<file path="config.mk">
export PLATFORM = sky130hd
export DESIGN_NAME = plic_gateway_array_flat
export DESIGN_NICKNAME = d
export VERILOG_FILES = /design/src/rtl/plic_pkg.sv /design/src/rtl/plic_gateway_array_if.sv /design/src/rtl/plic_gateway_ch.sv /design/src/rtl/plic_gateway_array.sv /design/src/flat_wrapper.sv
export SDC_FILE = /design/constraint.sdc
export NUM_CORES = 1
export LEC_CHECK = 0
export BUFFER_PORTS_ARGS = -buffer_cell sky130_fd_sc_hd__buf_2
export CORE_MARGIN = 1
export CORE_UTILIZATION = 25
export CTS_CLUSTER_SIZE = 40
export DETAILED_ROUTE_END_ITERATION = 7
export PLACE_DENSITY = 0.45
export SETUP_SLACK_MARGIN = 0.3
export SLEW_MARGIN = 20
export SYNTH_ARGS = -nofsm -noshare
export SYNTH_HDL_FRONTEND = slang
export SYNTH_SLANG_ARGS = --single-unit
</file>
<file path="constraint.sdc">
create_clock -name clk -period 3 [get_ports clk]
set_input_delay 0.6 -clock clk [delete_from_list [all_inputs] [get_ports clk]]
set_output_delay 0.6 -clock clk [all_outputs]
set_load 0.1 [all_outputs]
</file>
<file path="src/rtl/plic_pkg.sv">
// Shared types and helpers for the PLIC interrupt gateway.
package plic_pkg;

  typedef enum logic [1:0] {
    GW_IDLE    = 2'd0,
    GW_PENDING = 2'd1,
    GW_CLAIMED = 2'd2
  } gw_state_e;

  localparam int unsigned PLIC_NO_SRC = 0;

  // IDs run 1..num_src with 0 reserved for "no source".
  function automatic int unsigned plic_id_w(input int unsigned num_src);
    return $clog2(num_src + 1);
  endfunction

endpackage

</file>
<file path="src/rtl/plic_gateway_array_if.sv">
// Gateway bus: raw interrupt lines, mode, claim/complete strobes and per-source status.
interface plic_gateway_array_if
  import plic_pkg::*;
#(
  parameter int unsigned NUM_SRC = 8,
  parameter int unsigned ID_W    = plic_id_w(NUM_SRC)
);
  logic [NUM_SRC-1:0] irq_src;
  logic [NUM_SRC-1:0] edge_mode;
  logic               claim_valid;
  logic [ID_W-1:0]    claim_id;
  logic               complete_valid;
  logic [ID_W-1:0]    complete_id;
  logic [NUM_SRC-1:0] ip;
  logic [NUM_SRC-1:0] in_service;
  logic [NUM_SRC-1:0] edge_drop;

  modport master (
    output irq_src, edge_mode, claim_valid, claim_id, complete_valid, complete_id,
    input  ip, in_service, edge_drop
  );

  modport slave (
    input  irq_src, edge_mode, claim_valid, claim_id, complete_valid, complete_id,
    output ip, in_service, edge_drop
  );
endinterface

</file>
<file path="src/rtl/plic_gateway_ch.sv">
// One gateway channel: synchroniser, edge detect, saturating pending counter and
// IDLE/PENDING/CLAIMED handshake FSM.
module plic_gateway_ch
  import plic_pkg::*;
#(
  parameter int unsigned PEND_W      = 4,
  parameter int unsigned SYNC_STAGES = 2
) (
  input  logic clk,
  input  logic reset,
  input  logic irq_raw,
  input  logic edge_mode,
  input  logic claim_hit,
  input  logic complete_hit,
  output logic ip,
  output logic in_service,
  output logic edge_drop
);

  localparam logic [PEND_W-1:0] CNT_MAX = '1;

  logic [SYNC_STAGES-1:0] sync_q, sync_d;
  logic                   det_q, det_d;
  logic                   prev_q, prev_d;
  logic                   mode_q, mode_d;
  logic [PEND_W-1:0]      cnt_q, cnt_d;
  gw_state_e              state_q, state_d;
  logic                   ip_q, ip_d;
  logic                   in_service_q, in_service_d;
  logic                   edge_drop_q, edge_drop_d;

  logic rise_c;
  logic claim_take_c;
  logic complete_take_c;

  // Sync chain, then one detect stage so both modes see the same source latency.
  assign sync_d = {sync_q[SYNC_STAGES-2:0], irq_raw};
  assign det_d  = sync_q[SYNC_STAGES-1];
  assign prev_d = det_q;
  assign rise_c = det_q & ~prev_q;

  assign claim_take_c    = claim_hit    && (state_q == GW_PENDING);
  assign complete_take_c = complete_hit && (state_q == GW_CLAIMED);

  always_comb begin
    state_d     = state_q;
    cnt_d       = cnt_q;
    mode_d      = edge_mode;
    edge_drop_d = 1'b0;

    if (mode_d != mode_q) begin
      // Mode switch flushes the channel; ip stays low this cycle.
      state_d = GW_IDLE;
      cnt_d   = '0;
    end else begin
      if (mode_q) begin
        case ({rise_c, claim_take_c})
          2'b10: begin
            if (cnt_q == CNT_MAX) edge_drop_d = 1'b1;
            else                  cnt_d = cnt_q + PEND_W'(1);
          end
          2'b01: begin
            if (cnt_q != '0) cnt_d = cnt_q - PEND_W'(1);
          end
          default: cnt_d = cnt_q;
        endcase
      end else begin
        cnt_d = '0;
      end

      case (state_q)
        GW_IDLE: begin
          if (mode_q ? (cnt_d != '0) : det_q) state_d = GW_PENDING;
        end
        GW_PENDING: begin
          if (claim_take_c) state_d = GW_CLAIMED;
        end
        GW_CLAIMED: begin
          if (complete_take_c) state_d = GW_IDLE;
        end
        default: state_d = GW_IDLE;
      endcase
    end

    ip_d         = (state_d == GW_PENDING);
    in_service_d = (state_d == GW_CLAIMED);
  end

  always_ff @(posedge clk) begin
    if (reset) begin
      sync_q       <= '0;
      det_q        <= 1'b0;
      prev_q       <= 1'b0;
      mode_q       <= mode_d;
      cnt_q        <= '0;
      state_q      <= GW_IDLE;
      ip_q         <= 1'b0;
      in_service_q <= 1'b0;
      edge_drop_q  <= 1'b0;
    end else begin
      sync_q       <= sync_d;
      det_q        <= det_d;
      prev_q       <= prev_d;
      mode_q       <= mode_d;
      cnt_q        <= cnt_d;
      state_q      <= state_d;
      ip_q         <= ip_d;
      in_service_q <= in_service_d;
      edge_drop_q  <= edge_drop_d;
    end
  end

  assign ip         = ip_q;
  assign in_service = in_service_q;
  assign edge_drop  = edge_drop_q;

endmodule

</file>
<file path="src/rtl/plic_gateway_array.sv">
// PLIC gateway array: one channel per source plus claim/complete ID decode.
module plic_gateway_array
  import plic_pkg::*;
#(
  parameter int unsigned NUM_SRC     = 8,
  parameter int unsigned PEND_W      = 4,
  parameter int unsigned SYNC_STAGES = 2
) (
  input  logic                 clk,
  input  logic                 reset,
  plic_gateway_array_if.slave  bus
);

  localparam int unsigned ID_W = plic_id_w(NUM_SRC);

  logic               claim_ok_c;
  logic               complete_ok_c;
  logic [NUM_SRC-1:0] ip_c;
  logic [NUM_SRC-1:0] in_service_c;
  logic [NUM_SRC-1:0] edge_drop_c;

  // ID 0 never selects a channel; IDs above NUM_SRC match no channel.
  assign claim_ok_c    = bus.claim_valid    && (bus.claim_id    != ID_W'(PLIC_NO_SRC));
  assign complete_ok_c = bus.complete_valid && (bus.complete_id != ID_W'(PLIC_NO_SRC));

  for (genvar i = 0; i < NUM_SRC; i++) begin : g_ch
    logic claim_hit_c;
    logic complete_hit_c;

    assign claim_hit_c    = claim_ok_c    && (bus.claim_id    == ID_W'(i + 1));
    assign complete_hit_c = complete_ok_c && (bus.complete_id == ID_W'(i + 1));

    plic_gateway_ch #(
      .PEND_W      (PEND_W),
      .SYNC_STAGES (SYNC_STAGES)
    ) u_ch (
      .clk          (clk),
      .reset        (reset),
      .irq_raw      (bus.irq_src[i]),
      .edge_mode    (bus.edge_mode[i]),
      .claim_hit    (claim_hit_c),
      .complete_hit (complete_hit_c),
      .ip           (ip_c[i]),
      .in_service   (in_service_c[i]),
      .edge_drop    (edge_drop_c[i])
    );
  end

  assign bus.ip         = ip_c;
  assign bus.in_service = in_service_c;
  assign bus.edge_drop  = edge_drop_c;

endmodule

</file>
<file path="src/flat_wrapper.sv">
// flat-port wrapper written by rule: the top's interface ports become plain ports
module plic_gateway_array_flat import plic_pkg::*;
#(
  parameter int unsigned NUM_SRC     = 8,
  parameter int unsigned PEND_W      = 4,
  parameter int unsigned SYNC_STAGES = 2
)
  (clk, reset, bus_irq_src, bus_edge_mode, bus_claim_valid, bus_claim_id, bus_complete_valid, bus_complete_id, bus_ip, bus_in_service, bus_edge_drop);
  plic_gateway_array_if #(.NUM_SRC(NUM_SRC)) bus_i ();
  input  logic clk;
  input  logic reset;
  input wire logic [$bits(bus_i.irq_src)-1:0] bus_irq_src;
  input wire logic [$bits(bus_i.edge_mode)-1:0] bus_edge_mode;
  input wire logic [$bits(bus_i.claim_valid)-1:0] bus_claim_valid;
  input wire logic [$bits(bus_i.claim_id)-1:0] bus_claim_id;
  input wire logic [$bits(bus_i.complete_valid)-1:0] bus_complete_valid;
  input wire logic [$bits(bus_i.complete_id)-1:0] bus_complete_id;
  output wire logic [$bits(bus_i.ip)-1:0] bus_ip;
  output wire logic [$bits(bus_i.in_service)-1:0] bus_in_service;
  output wire logic [$bits(bus_i.edge_drop)-1:0] bus_edge_drop;
  assign bus_i.irq_src = bus_irq_src;
  assign bus_i.edge_mode = bus_edge_mode;
  assign bus_i.claim_valid = bus_claim_valid;
  assign bus_i.claim_id = bus_claim_id;
  assign bus_i.complete_valid = bus_complete_valid;
  assign bus_i.complete_id = bus_complete_id;
  assign bus_ip = bus_i.ip;
  assign bus_in_service = bus_i.in_service;
  assign bus_edge_drop = bus_i.edge_drop;
  plic_gateway_array #(.NUM_SRC(NUM_SRC), .PEND_W(PEND_W), .SYNC_STAGES(SYNC_STAGES)) u_core (.clk(clk), .reset(reset), .bus(bus_i));
endmodule
</file>
==> results.tsv, run 1 <==
metric	value	unit
Pins Over Slew Limit	0	
critical path capture point type	flop	
CTS Root Cell	clkbuf_16	
die width	156	µm
Via density	4.54	
CTS H-tree lvls	3	
CTS tree	yes	
worst hold stages	1	
most frequent cells in the layout	dfxtp_1 (112), inv_1 (65), nor2b_1 (57)	
Ys Warns	0	
FFs w/ async S/R, synth	0	%
power per cell area	436	mW/mm²
Skew-Pair Late Insertion Delay	0.36	ns
Post-Syn Area per Cell	8.67	µm²
RePlAce Congestion	0.769	
Worst EP required	3.24	ns
hold_sp	bus_edge_mode[4]	
port bufs	51	
Setup CP Type	input port to flop	
Area Growth Syn to Fin	13.7	%
most common cell after layout, fill and taps aside	dfxtp_1	
Max Freq	394	MHz
TritonRoute pass-1 iters	5	
post-layout min period	2.54	ns
Cell variety after synth	67	
FF-to-FF path depth	9	
Worst Path Arrival	2.78	ns
Combinational Power Share	6.7	%
initial antenna violation count	1	
CTS Buf Count	9	
post-placement cell count	1014	
WL final	13800	µm
fin cells	1031	
gr ovfl total	0	
RSZ-0062 raised after global routing	no	
MaxCap Viol Count	0	
I/O Pins	52	
Sw Pwr	0.000742	W
Worst-Margin Slew	0.662	ns
vias in the first global route	4402	
global-route wire length before repair	22300	µm
setup violators final	0	
sequential fraction of design power	52.4	%
Final Hold Fails	0	
number of synthesized flops with an enable pin	0	
per-cell routed wire length	13.4	µm
antenna-violating nets left	0	
worst-path maximum fanout	6	
Clock Tree Buf Depth	2	
largest net degree at the start of global routing	35	
hold path endpoint	u_core.g_ch[4].u_ch.mode_q	
Leak	2.65	nW
CORE AREA	0.0229	mm²
CTS sink cnt	112	
DRC violations left	0	
maximum vdd drop	0.218	mV
die area	0.0243	mm²
Clk pwr share	40.9	%
Synth Net Count	742	
clock slew at reported path FFs	0.08	ns
Die H	156	µm
Synth Flop Type	dfxtp_1	
Initial Util	25.8	%
switch share	25.3	%
dpl hpwl	10300	µm
CTS Hold Bufs	0	
nets@finish	772	
Clock Skew	0.00843	ns
FF+latch count, synth	112	
FF-to-FF Start	u_core.g_ch[4].u_ch.state_q[0]	
register-to-register setup slack	0.76	ns
status	finished clean	
detailed-route via count	4678	
# rows	55	
HP Class	input port to flop	
slew margin rel.	55.9	%
GRT Util Overall	11.7	%
cell area after synthesis	0.00591	mm²
register area share after synthesis	37.9	%
RR Endpoint	u_core.g_ch[4].u_ch.ip	
Int Power	0.00219	W
Syn Inst Count	682	
share of layout cells above drive strength 1	15.2	%
crit share post-route	84.6	%
Critical Path Start Type	input port	
DRT iter0 DRCs	260	
final core utilization	29.3	%
[timing repair]
action,in CTS,in global routing
endpoints found under the setup margin,2,10
buffers inserted,0,0
resized for setup,2,11
pin swaps,0,0
endpoints found under the hold margin,0,0
[layout make-up]
cell class	count	area, µm²
Inverter	65	244
Clock buffer	10	239
Multi-Input combinational cell	461	3200
Sequential cell	112	2240
Fill cell	2429	16200
Tap cell	313	392
Antenna cell	1	2.50
Clock inverter	6	51.3
Timing Repair Buffer	63	345
[per-stage QoR]
stage | setup slack (ns) | total power, W | hold WS, ns | setup TNS, ns | area (µm²)
5_1_grt | 0.288 | 0.00306 | 0.366 | 0 | 6720
4_1_cts | 0.340 | 0.00297 | 0.354 | 0 | 6680
3_5_place_dp | -0.199 | 0.00176 | 0.423 | -0.418 | 6380
3_3_place_gp | -0.182 | 0.00177 | 0.417 | -0.459 | 6380
6_report | 0.462 | 0.00293 | 0.364 | 0 | 6720
2_1_floorplan | 0.429 | 0.00170 | 0.414 | 0 | 5910
[power by group through the flow]
| stage | logic [W] | clock network, W | registers, W |
|---|---|---|---|
| 3_5_place_dp | 0.000195 | 0 | 0.00157 |
| 6_report | 0.000197 | 0.00120 | 0.00153 |
| 2_1_floorplan | 0.000138 | 0 | 0.00156 |
| 3_3_place_gp | 0.000197 | 0 | 0.00157 |
| 5_1_grt | 0.000220 | 0.00130 | 0.00154 |
| 4_1_cts | 0.000197 | 0.00124 | 0.00153 |
[cell families after synthesis]
logic type	after synthesis	synth area share [%]
xor+xnor	5	0.741
mux	19	3.34
flops	112	37.9
buf+inv	109	8.66
fa+ha+maj	32	6.77
simple gates	246	23.5
compound gates	159	19.1
[how the worst max path moves through the flow]
stage                                     endpoint  slack, ns             from  cells after the start
floorplan                   u_core.g_ch[5].u_ch.ip       0.43  bus_claim_id[0]                      9
global placement            u_core.g_ch[7].u_ch.ip      -0.18  bus_claim_id[1]                     12
finish              u_core.g_ch[0].u_ch.state_q[0]       0.46  bus_claim_id[3]                     11
CTS                         u_core.g_ch[7].u_ch.ip       0.34  bus_claim_id[1]                     12
detailed placement          u_core.g_ch[7].u_ch.ip      -0.20  bus_claim_id[1]                     12
global route                u_core.g_ch[7].u_ch.ip       0.29  bus_claim_id[1]                     12
[metal layers]
metal / wire length (µm) / up-vias / GRT usage [%]
met5: 10 / - / 0
met4: 59 / 2 / 3.22
met3: 392 / 4 / 2.56
met2: 6180 / 61 / 18.1
met1: 7140 / 2145 / 16.1
li1: - / 2466 / -
[state kept, by name, summed over array words and instances (netlist names)]
register / count
u_core.g_ch.u_ch.det_q: 8
u_core.g_ch.u_ch.cnt_q: 32
u_core.g_ch.u_ch.sync_q: 16
u_core.g_ch.u_ch.ip: 8
u_core.g_ch.u_ch.mode_q: 8
u_core.g_ch.u_ch.in_service: 8
u_core.g_ch.u_ch.state_q: 16
u_core.g_ch.u_ch.prev_q: 8
u_core.g_ch.u_ch.edge_drop: 8
[worst max-delay path, stage by stage]
cell and delay [ns]:
buf_2 0.11, and3b_2 0.29, and2_1 0.20, nand3_1 0.18
ha_1 0.33, inv_1 0.10, o221ai_1 0.17, and2_1 0.24
a2111oi_2 0.30, buf_4 0.18, a31oi_1 0.07
[cell usage after synthesis (all sizes together), types with 5 or more instances]
| cell | number | area (µm²) |
|---|---|---|
| nor2b | 58 | 363 |
| nor2 | 57 | 214 |
| nor3b | 10 | 85.1 |
| and2 | 5 | 31.3 |
| a21oi | 27 | 135 |
| inv | 65 | 244 |
| o21a | 6 | 45.0 |
| nand2 | 17 | 63.8 |
| clkbuf | 15 | 56.3 |
| mux2i | 13 | 130 |
| nand3 | 24 | 120 |
| or2 | 6 | 37.5 |
| buf | 29 | 211 |
| dfxtp | 112 | 2240 |
| mux2 | 6 | 67.6 |
| a21o | 6 | 45.0 |
| ha | 32 | 400 |
| a221o | 7 | 70.1 |
| o21ai | 22 | 110 |
| nand3b | 14 | 105 |
| o311ai | 6 | 52.6 |
| a31oi | 26 | 163 |
| nand2b | 8 | 50.1 |
| a311oi | 6 | 52.6 |
| a211oi | 6 | 45.0 |
| nor3 | 21 | 105 |
Power figures use the tool's default switching activity.
==> run 2: changes to the inputs <==
ABC_AREA = 1   (was default)
PLACE_DENSITY = 0.46   (was 0.45)
clock period = 2.2 ns   (was 3 ns; I/O delays follow)
==> run 2 against run 1 <==
Against the previous run:
- register-to-register slack worse by 0.41 ns
- combinational power is 100% higher
- clock power is 48% higher
- critical endpoint is now u_core.g_ch[1].u_ch.ip
- via count is 16% higher
- global-route usage is 0.51 points higher
- worst hold slack worse by 0.16 ns
- largest power group unchanged
- cell count is 26% higher
- utilization is 4.2 points higher
- critical path type unchanged
- highest routed layer unchanged
- die area is 0.48% higher
- clock-buffer cell count stayed put
==> results.tsv, run 2 <==
metric	value	unit	change
global-route wire length before repair	23600	µm	was 22300 µm
die area	0.0244	mm²	was 0.0243 mm²
RR Endpoint	u_core.g_ch[1].u_ch.ip		was u_core.g_ch[4].u_ch.ip
CTS tree	yes		unchanged
CTS H-tree lvls	3		unchanged
FFs w/ async S/R, synth	0	%	unchanged
DRC violations left	0		unchanged
most frequent cells in the layout	nand2_1 (147), inv_1 (116), nor2_1 (115)		was dfxtp_1 (112), inv_1 (65), nor2b_1 (57)
maximum vdd drop	0.340	mV	was 0.218 mV
most common cell after layout, fill and taps aside	nand2_1		was dfxtp_1
hold_sp	bus_edge_mode[1]		was bus_edge_mode[4]
critical path capture point type	flop		unchanged
MaxCap Viol Count	0		unchanged
Via density	4.18		was 4.54
largest net degree at the start of global routing	26		was 35
Cell variety after synth	36		was 67
number of synthesized flops with an enable pin	0		unchanged
Post-Syn Area per Cell	6.96	µm²	was 8.67 µm²
Setup CP Type	input port to flop		unchanged
post-layout min period	1.90	ns	
setup TNS	0	ns	unchanged
max reg flops	32		unchanged
WL final	14400	µm	was 13800 µm
slew margin rel.	67.4	%	was 55.9%
Final Hold Fails	0		unchanged
Area contributors post-synth	dfxtp_1 (38%), nand2_1 (10%), inv_1 (8.3%)		was dfxtp_1 (38%), ha_1 (6.8%), nor2b_1 (6.1%)
Synth Net Count	913		was 742
CTS Root Cell	clkbuf_16		unchanged
top-count cell post-synth	nand2_1		was dfxtp_1
share of layout cells above drive strength 1	28.0	%	was 15.2%
Clk pwr share	41.5	%	was 40.9%
CORE AREA	0.0234	mm²	was 0.0229 mm²
cell area after synthesis	0.00594	mm²	was 0.00591 mm²
Combinational Power Share	9.4	%	was 6.7%
Int Power	0.00316	W	was 0.00219 W
area fraction of the dominant cell type after synthesis	37.7	%	was 37.9%
antenna-violating nets left	0		unchanged
# rows	56		was 55
CTS sink cnt	112		unchanged
Syn Inst Count	853		was 682
FF+latch count, synth	112		unchanged
Initial Util	25.4	%	was 25.8%
vias in the first global route	5037		was 4402
Synth Flop Type	dfxtp_1		unchanged
Synth area leader	dfxtp_1		unchanged
crit share post-route	86.4	%	
worst hold stages	1		unchanged
Critical Path Start Type	input port		unchanged
port bufs	51		unchanged
clock slew at reported path FFs	0.08	ns	about the same
setup violators final	0		unchanged
CTS Buf Count	9		unchanged
die width	156	µm	about the same
design area	0.00785	mm²	was 0.00672 mm²
status	finished clean		unchanged
hold path endpoint	u_core.g_ch[1].u_ch.mode_q		was u_core.g_ch[4].u_ch.mode_q
Clock Tree Buf Depth	2		unchanged
HP Class	input port to flop		unchanged
detailed-route via count	5421		was 4678
gr ovfl total	0		unchanged
nets@finish	1031		was 772
Post-DP Area	0.00703	mm²	was 0.00638 mm²
Die H	156	µm	about the same
Worst Path Arrival	2.14	ns	was 2.78 ns
GRT Util Overall	12.2	%	was 11.7%
dpl hpwl	11200	µm	was 10300 µm
Max Freq	526	MHz	
Commonest cells post-synth	nand2_1 (159), inv_1 (132), nor2_1 (124)		was dfxtp_1 (112), inv_1 (65), nor2b_1 (58)
Worst-Margin Slew	0.493	ns	was 0.662 ns
Pins Over Slew Limit	0		unchanged
power per cell area	544	mW/mm²	was 436 mW/mm²
Layout fillers	2550		was 2429
sequential fraction of design power	49.1	%	was 52.4%
Skew-Pair Late Insertion Delay	0.36	ns	about the same
RePlAce Congestion	0.849		was 0.769
Ys Warns	0		unchanged
register area share after synthesis	37.7	%	was 37.9%
largest registers	u_core.g_ch.u_ch.cnt_q x32, u_core.g_ch.u_ch.state_q x16, u_core.g_ch.u_ch.sync_q x16		unchanged
Sw Pwr	0.00110	W	was 0.000742 W
FF-to-FF path depth	14		was 9
Reg area	0.00224	mm²	about the same
RSZ-0062 raised after global routing	yes		was no
FF-to-FF Start	u_core.g_ch[1].u_ch.state_q[0]		was u_core.g_ch[4].u_ch.state_q[0]
Area Growth Syn to Fin	32.1	%	was 13.7%
Leak	3.49	nW	was 2.65 nW
worst-path maximum fanout	5		was 6
switch share	25.9	%	was 25.3%
register-to-register setup slack	0.35	ns	was 0.76 ns
Clock Skew	0.00792	ns	was 0.00843 ns
Multi-input gate area	0.00331	mm²	was 0.00320 mm²
initial antenna violation count	4		was 1
DRT iter0 DRCs	220		was 260
I/O Pins	52		unchanged
Worst EP required	2.44	ns	was 3.24 ns
TritonRoute pass-1 iters	4		was 5
per-cell routed wire length	11.1	µm	was 13.4 µm
Setup crit start	bus_claim_id[0]		was bus_claim_id[3]
Largest Register	u_core.g_ch.u_ch.cnt_q		unchanged
-- run 2: power by group through the flow --
stage	Sequential, W	Combinational [W]	Clock, W
floorplan	0.00213	0.000239	0
global placement	0.00214	0.000364	0
detailed placement	0.00214	0.000363	0
CTS	0.00209	0.000375	0.00186
global route	0.00210	0.000444	0.00192
finish	0.00210	0.000400	0.00177
-- run 2: how the worst max path moves through the flow --
stage / endpoint / slack (ns) / depth (start not counted)
after CTS: u_core.g_ch[1].u_ch.ip / 0.21 / 17
after global routing: u_core.g_ch[1].u_ch.ip / 0.09 / 18
after global placement: u_core.g_ch[4].u_ch.ip / -0.21 / 20
after detailed placement: u_core.g_ch[0].u_ch.state_q[0] / -0.22 / 12
after floorplan: u_core.g_ch[1].u_ch.ip / 0.20 / 16
final: u_core.g_ch[1].u_ch.ip / 0.30 / 17
-- run 2: area by class of cell --
| cell class | instances | share of cell area, % |
|---|---|---|
| antenna | 3 | 0.0956 |
| timing repair buffer | 138 | 12.5 |
| sequential | 112 | 28.6 |
| inverter | 146 | 7.46 |
| clock buffer | 10 | 3.04 |
| clock inverter | 6 | 1.04 |
| multi-input combinational | 564 | 42.1 |
| tap | 319 | 5.08 |
-- run 2: cells by family after synthesis --
logic type	count (synthesis)	synth area share [%]
fa+ha+maj	32	6.74
mux	1	0.168
buf+inv	177	12.8
xor+xnor	13	1.92
compound gates	87	8.59
flops	112	37.7
simple gates	431	32.1
-- run 2: timing repair --
| item | 4_1_cts | 5_1_grt |
|---|---|---|
| setup buffers | 6 | 11 |
| endpoints found under the hold margin | 0 | 0 |
| endpoints found under the setup margin | 16 | 27 |
| pin swaps | 20 | 41 |
| hold buffers | 0 | 0 |
| resized for setup | 23 | 74 |
-- run 2: through the flow --
stage,utilization (%),hold WS (ns),cells,power (W),worst slack [ns]
6_report,33.5,0.204,1298,0.00427,0.300
3_5_place_dp,30.0,0.393,1262,0.00251,-0.216
4_1_cts,31.9,0.182,1284,0.00433,0.215
5_1_grt,33.5,0.186,1296,0.00447,0.0880
2_1_floorplan,-,0.388,853,0.00237,0.203
3_3_place_gp,30.0,0.390,1262,0.00251,-0.212
-- run 2: critical path, stage by stage --
cell and delay, ns:
buf_8 0.10, buf_12 0.11, nor3_4 0.15, inv_1 0.06
nor3_2 0.13, inv_1 0.05, or2_4 0.25, inv_2 0.07
ha_4 0.21, inv_4 0.07, nand4_1 0.09, nand3_2 0.08
nand2_1 0.06, nor2_1 0.09, nand2_1 0.06, nand2_2 0.06
nor2_1 0.04
-- run 2: per-layer routing --
metal  share of wire, %  global-route usage, %  up-vias
met2                 46                   19.9       84
li1                   -                      -     2933
met3                5.2                   3.44       16
met1                 47                   15.3     2386
met4                1.4                   3.92        2
met5              0.097                      0        -
==> run 3: changes to the inputs <==
MAX_ROUTING_LAYER = met4   (was default)
==> run 3 against run 2 <==
Against the previous run:
- clock skew grew 0.0011 ns
- clock power is essentially flat
- register-to-register slack is essentially flat
- first-iteration DRC count grew 6.4%
- sequential share of layout area is essentially flat
- highest routed layer is now met4
- flip-flop and latch count is the same
- clock-buffer cell count is the same
- global-route usage grew 0.35 points
- die area is the same
==> results.tsv, run 3 (synthesized netlist as in run 2, its figures left out) <==
metric	value	unit	change
status	finished clean		unchanged
largest net degree at the start of global routing	26		unchanged
antenna-violating nets left	0		unchanged
critical path capture point type	flop		unchanged
detailed-route via count	5412		was 5421
die width	156	µm	unchanged
DRT iter0 DRCs	234		was 220
CTS Buf Count	9		unchanged
Crit-path slowest cell	ha_4		was or2_4
maximum vdd drop	0.340	mV	about the same
global-route wire length before repair	23500	µm	was 23600 µm
Die H	156	µm	unchanged
post-placement cell count	1262		unchanged
HP Class	input port to flop		unchanged
Clock Tree Buf Depth	2		unchanged
Worst path max stage delay	0.24	ns	was 0.25 ns
Worst EP required	2.45	ns	was 2.44 ns
Largest Register	u_core.g_ch.u_ch.cnt_q		unchanged
Pins Over Slew Limit	0		unchanged
Initial Util	25.4	%	unchanged
power per cell area	544	mW/mm²	about the same
register-to-register setup slack	0.35	ns	about the same
Critical Path Start Type	input port		unchanged
Leak	3.49	nW	unchanged
largest registers	u_core.g_ch.u_ch.cnt_q x32, u_core.g_ch.u_ch.state_q x16, u_core.g_ch.u_ch.sync_q x16		unchanged
critical path's most frequent cell	nand2_1		
CTS H-tree lvls	3		unchanged
setup violators final	0		unchanged
max reg flops	32		unchanged
setup TNS	0	ns	unchanged
gr ovfl total	0		unchanged
share of layout cells above drive strength 1	28.0	%	unchanged
final core utilization	33.6	%	was 33.5%
worst path cell trace	buf_8, buf_12, inv_12, nor2_4, nand2_4, nor3_4, inv_2, nor2_4, ha_4, inv_4, nand4_1, nand3_2, nand2_1, nor2_1, nand2_1, nand2_1, nor2_1		was buf_8, buf_12, nor3_4, inv_1, nor3_2, inv_1, or2_4, inv_2, ha_4, inv_4, nand4_1, nand3_2, nand2_1, nor2_1, nand2_1, nand2_2, nor2_1
CORE AREA	0.0234	mm²	unchanged
initial antenna violation count	4		unchanged
most frequent cells in the layout	nand2_1 (147), inv_1 (116), nor2_1 (115)		unchanged
Layout fillers	2549		was 2550
I/O Pins	52		unchanged
slew margin rel.	67.4	%	unchanged
per-cell routed wire length	11.1	µm	about the same
Area Growth Syn to Fin	32.2	%	was 32.1%
clock slew at reported path FFs	0.08	ns	about the same
Worst-Margin Slew	0.493	ns	about the same
worst-path maximum fanout	5		unchanged
dpl hpwl	11200	µm	unchanged
vias in the first global route	5038		was 5037
CTS Hold Bufs	0		unchanged
Worst Path Arrival	2.15	ns	was 2.14 ns
DRC violations left	0		unchanged
RSZ-0062 raised after global routing	yes		unchanged
most common cell after layout, fill and taps aside	nand2_1		unchanged
CTS sink cnt	112		unchanged
Final Hold Fails	0		unchanged
GRT Util Overall	12.5	%	was 12.2%
nets@finish	1031		unchanged
crit share post-route	86.6	%	was 86.4%
CTS Root Cell	clkbuf_16		unchanged
RePlAce Congestion	0.865		was 0.849
Max Freq	525	MHz	was 526 MHz
CTS tree	yes		unchanged
WL final	14400	µm	about the same
post-layout min period	1.91	ns	was 1.90 ns
Via density	4.17		was 4.18
fin cells	1299		was 1298
Skew-Pair Late Insertion Delay	0.36	ns	about the same
MaxCap Viol Count	0		unchanged
# rows	56		unchanged
Clock Skew	0.00904	ns	was 0.00792 ns
Setup CP Type	input port to flop		unchanged
port bufs	51		unchanged
die area	0.0244	mm²	unchanged
TritonRoute pass-1 iters	5		was 4
==> run 3: changes by cell type in the layout (fill, tap and decap cells not counted) <==
| cell | change |
|---|---|
| diode_2 | +1 |
==> run 3: worst max-delay path, delay by kind of cell <==
| kind | cells | cell delay (ns) |
|---|---|---|
| simple gates | 11 | 1.11 |
| buf+inv | 5 | 0.35 |
| fa+ha+maj | 1 | 0.24 |
==> run 3: through the flow <==
| step | cell area [µm²] | power [W] | setup slack [ns] | hold slack (ns) |
|---|---|---|---|---|
| 2_1_floorplan | 6030 | 0.00237 | 0.203 | 0.388 |
| 3_3_place_gp | 7030 | 0.00251 | -0.212 | 0.390 |
| 3_5_place_dp | 7030 | 0.00251 | -0.216 | 0.393 |
| 5_1_grt | 7850 | 0.00447 | 0.0880 | 0.185 |
| 4_1_cts | 7470 | 0.00433 | 0.215 | 0.182 |
| 6_report | 7850 | 0.00427 | 0.294 | 0.200 |
==> run 3: metal layers <==
| layer | share of wire, % | track usage (%) |
|---|---|---|
| met5 | 0 | - |
| met4 | 1.4 | 3.92 |
| met3 | 5.5 | 3.39 |
| met2 | 46 | 19.9 |
| met1 | 47 | 15.3 |
==> run 3: final timing paths <==
check	end	cells past startpoint	start
max	u_core.g_ch[4].u_ch.state_q[0]	17	bus_claim_id[2]
max reg2reg	u_core.g_ch[1].u_ch.ip	14	u_core.g_ch[1].u_ch.state_q[0]
min	u_core.g_ch[1].u_ch.mode_q	1	bus_edge_mode[1]
min reg2reg	u_core.g_ch[3].u_ch.det_q	2	u_core.g_ch[3].u_ch.sync_q[1]
==> run 3: final cells by class <==
cell class / count / area [µm²] / area share [%]
repair buffers: 138 / 985 / 12.5
clock buffers: 10 / 239 / 3.04
well taps: 319 / 399 / 5.08
clock inverters: 6 / 81.3 / 1.04
diodes: 4 / 10.0 / 0.127
multi-input cells: 564 / 3310 / 42.1
flip-flops and latches: 112 / 2240 / 28.6
inverters: 146 / 586 / 7.46
==> run 3: power by group <==
| part | internal, W | total [W] | switching [W] |
|---|---|---|---|
| Combinational | 0.000147 | 0.000400 | 0.000253 |
| Clock | 0.000949 | 0.00178 | 0.000830 |
| Sequential | 0.00207 | 0.00210 | 0.0000266 |
| Total | 0.00316 | 0.00427 | 0.00111 |
==> run 3: repair_timing <==
action                                  CTS  global route
pin swaps                                20            41
gates resized for setup                  23            74
setup buffers                             6            11
hold endpoints to repair                  0             0
endpoints found under the setup margin   16            27
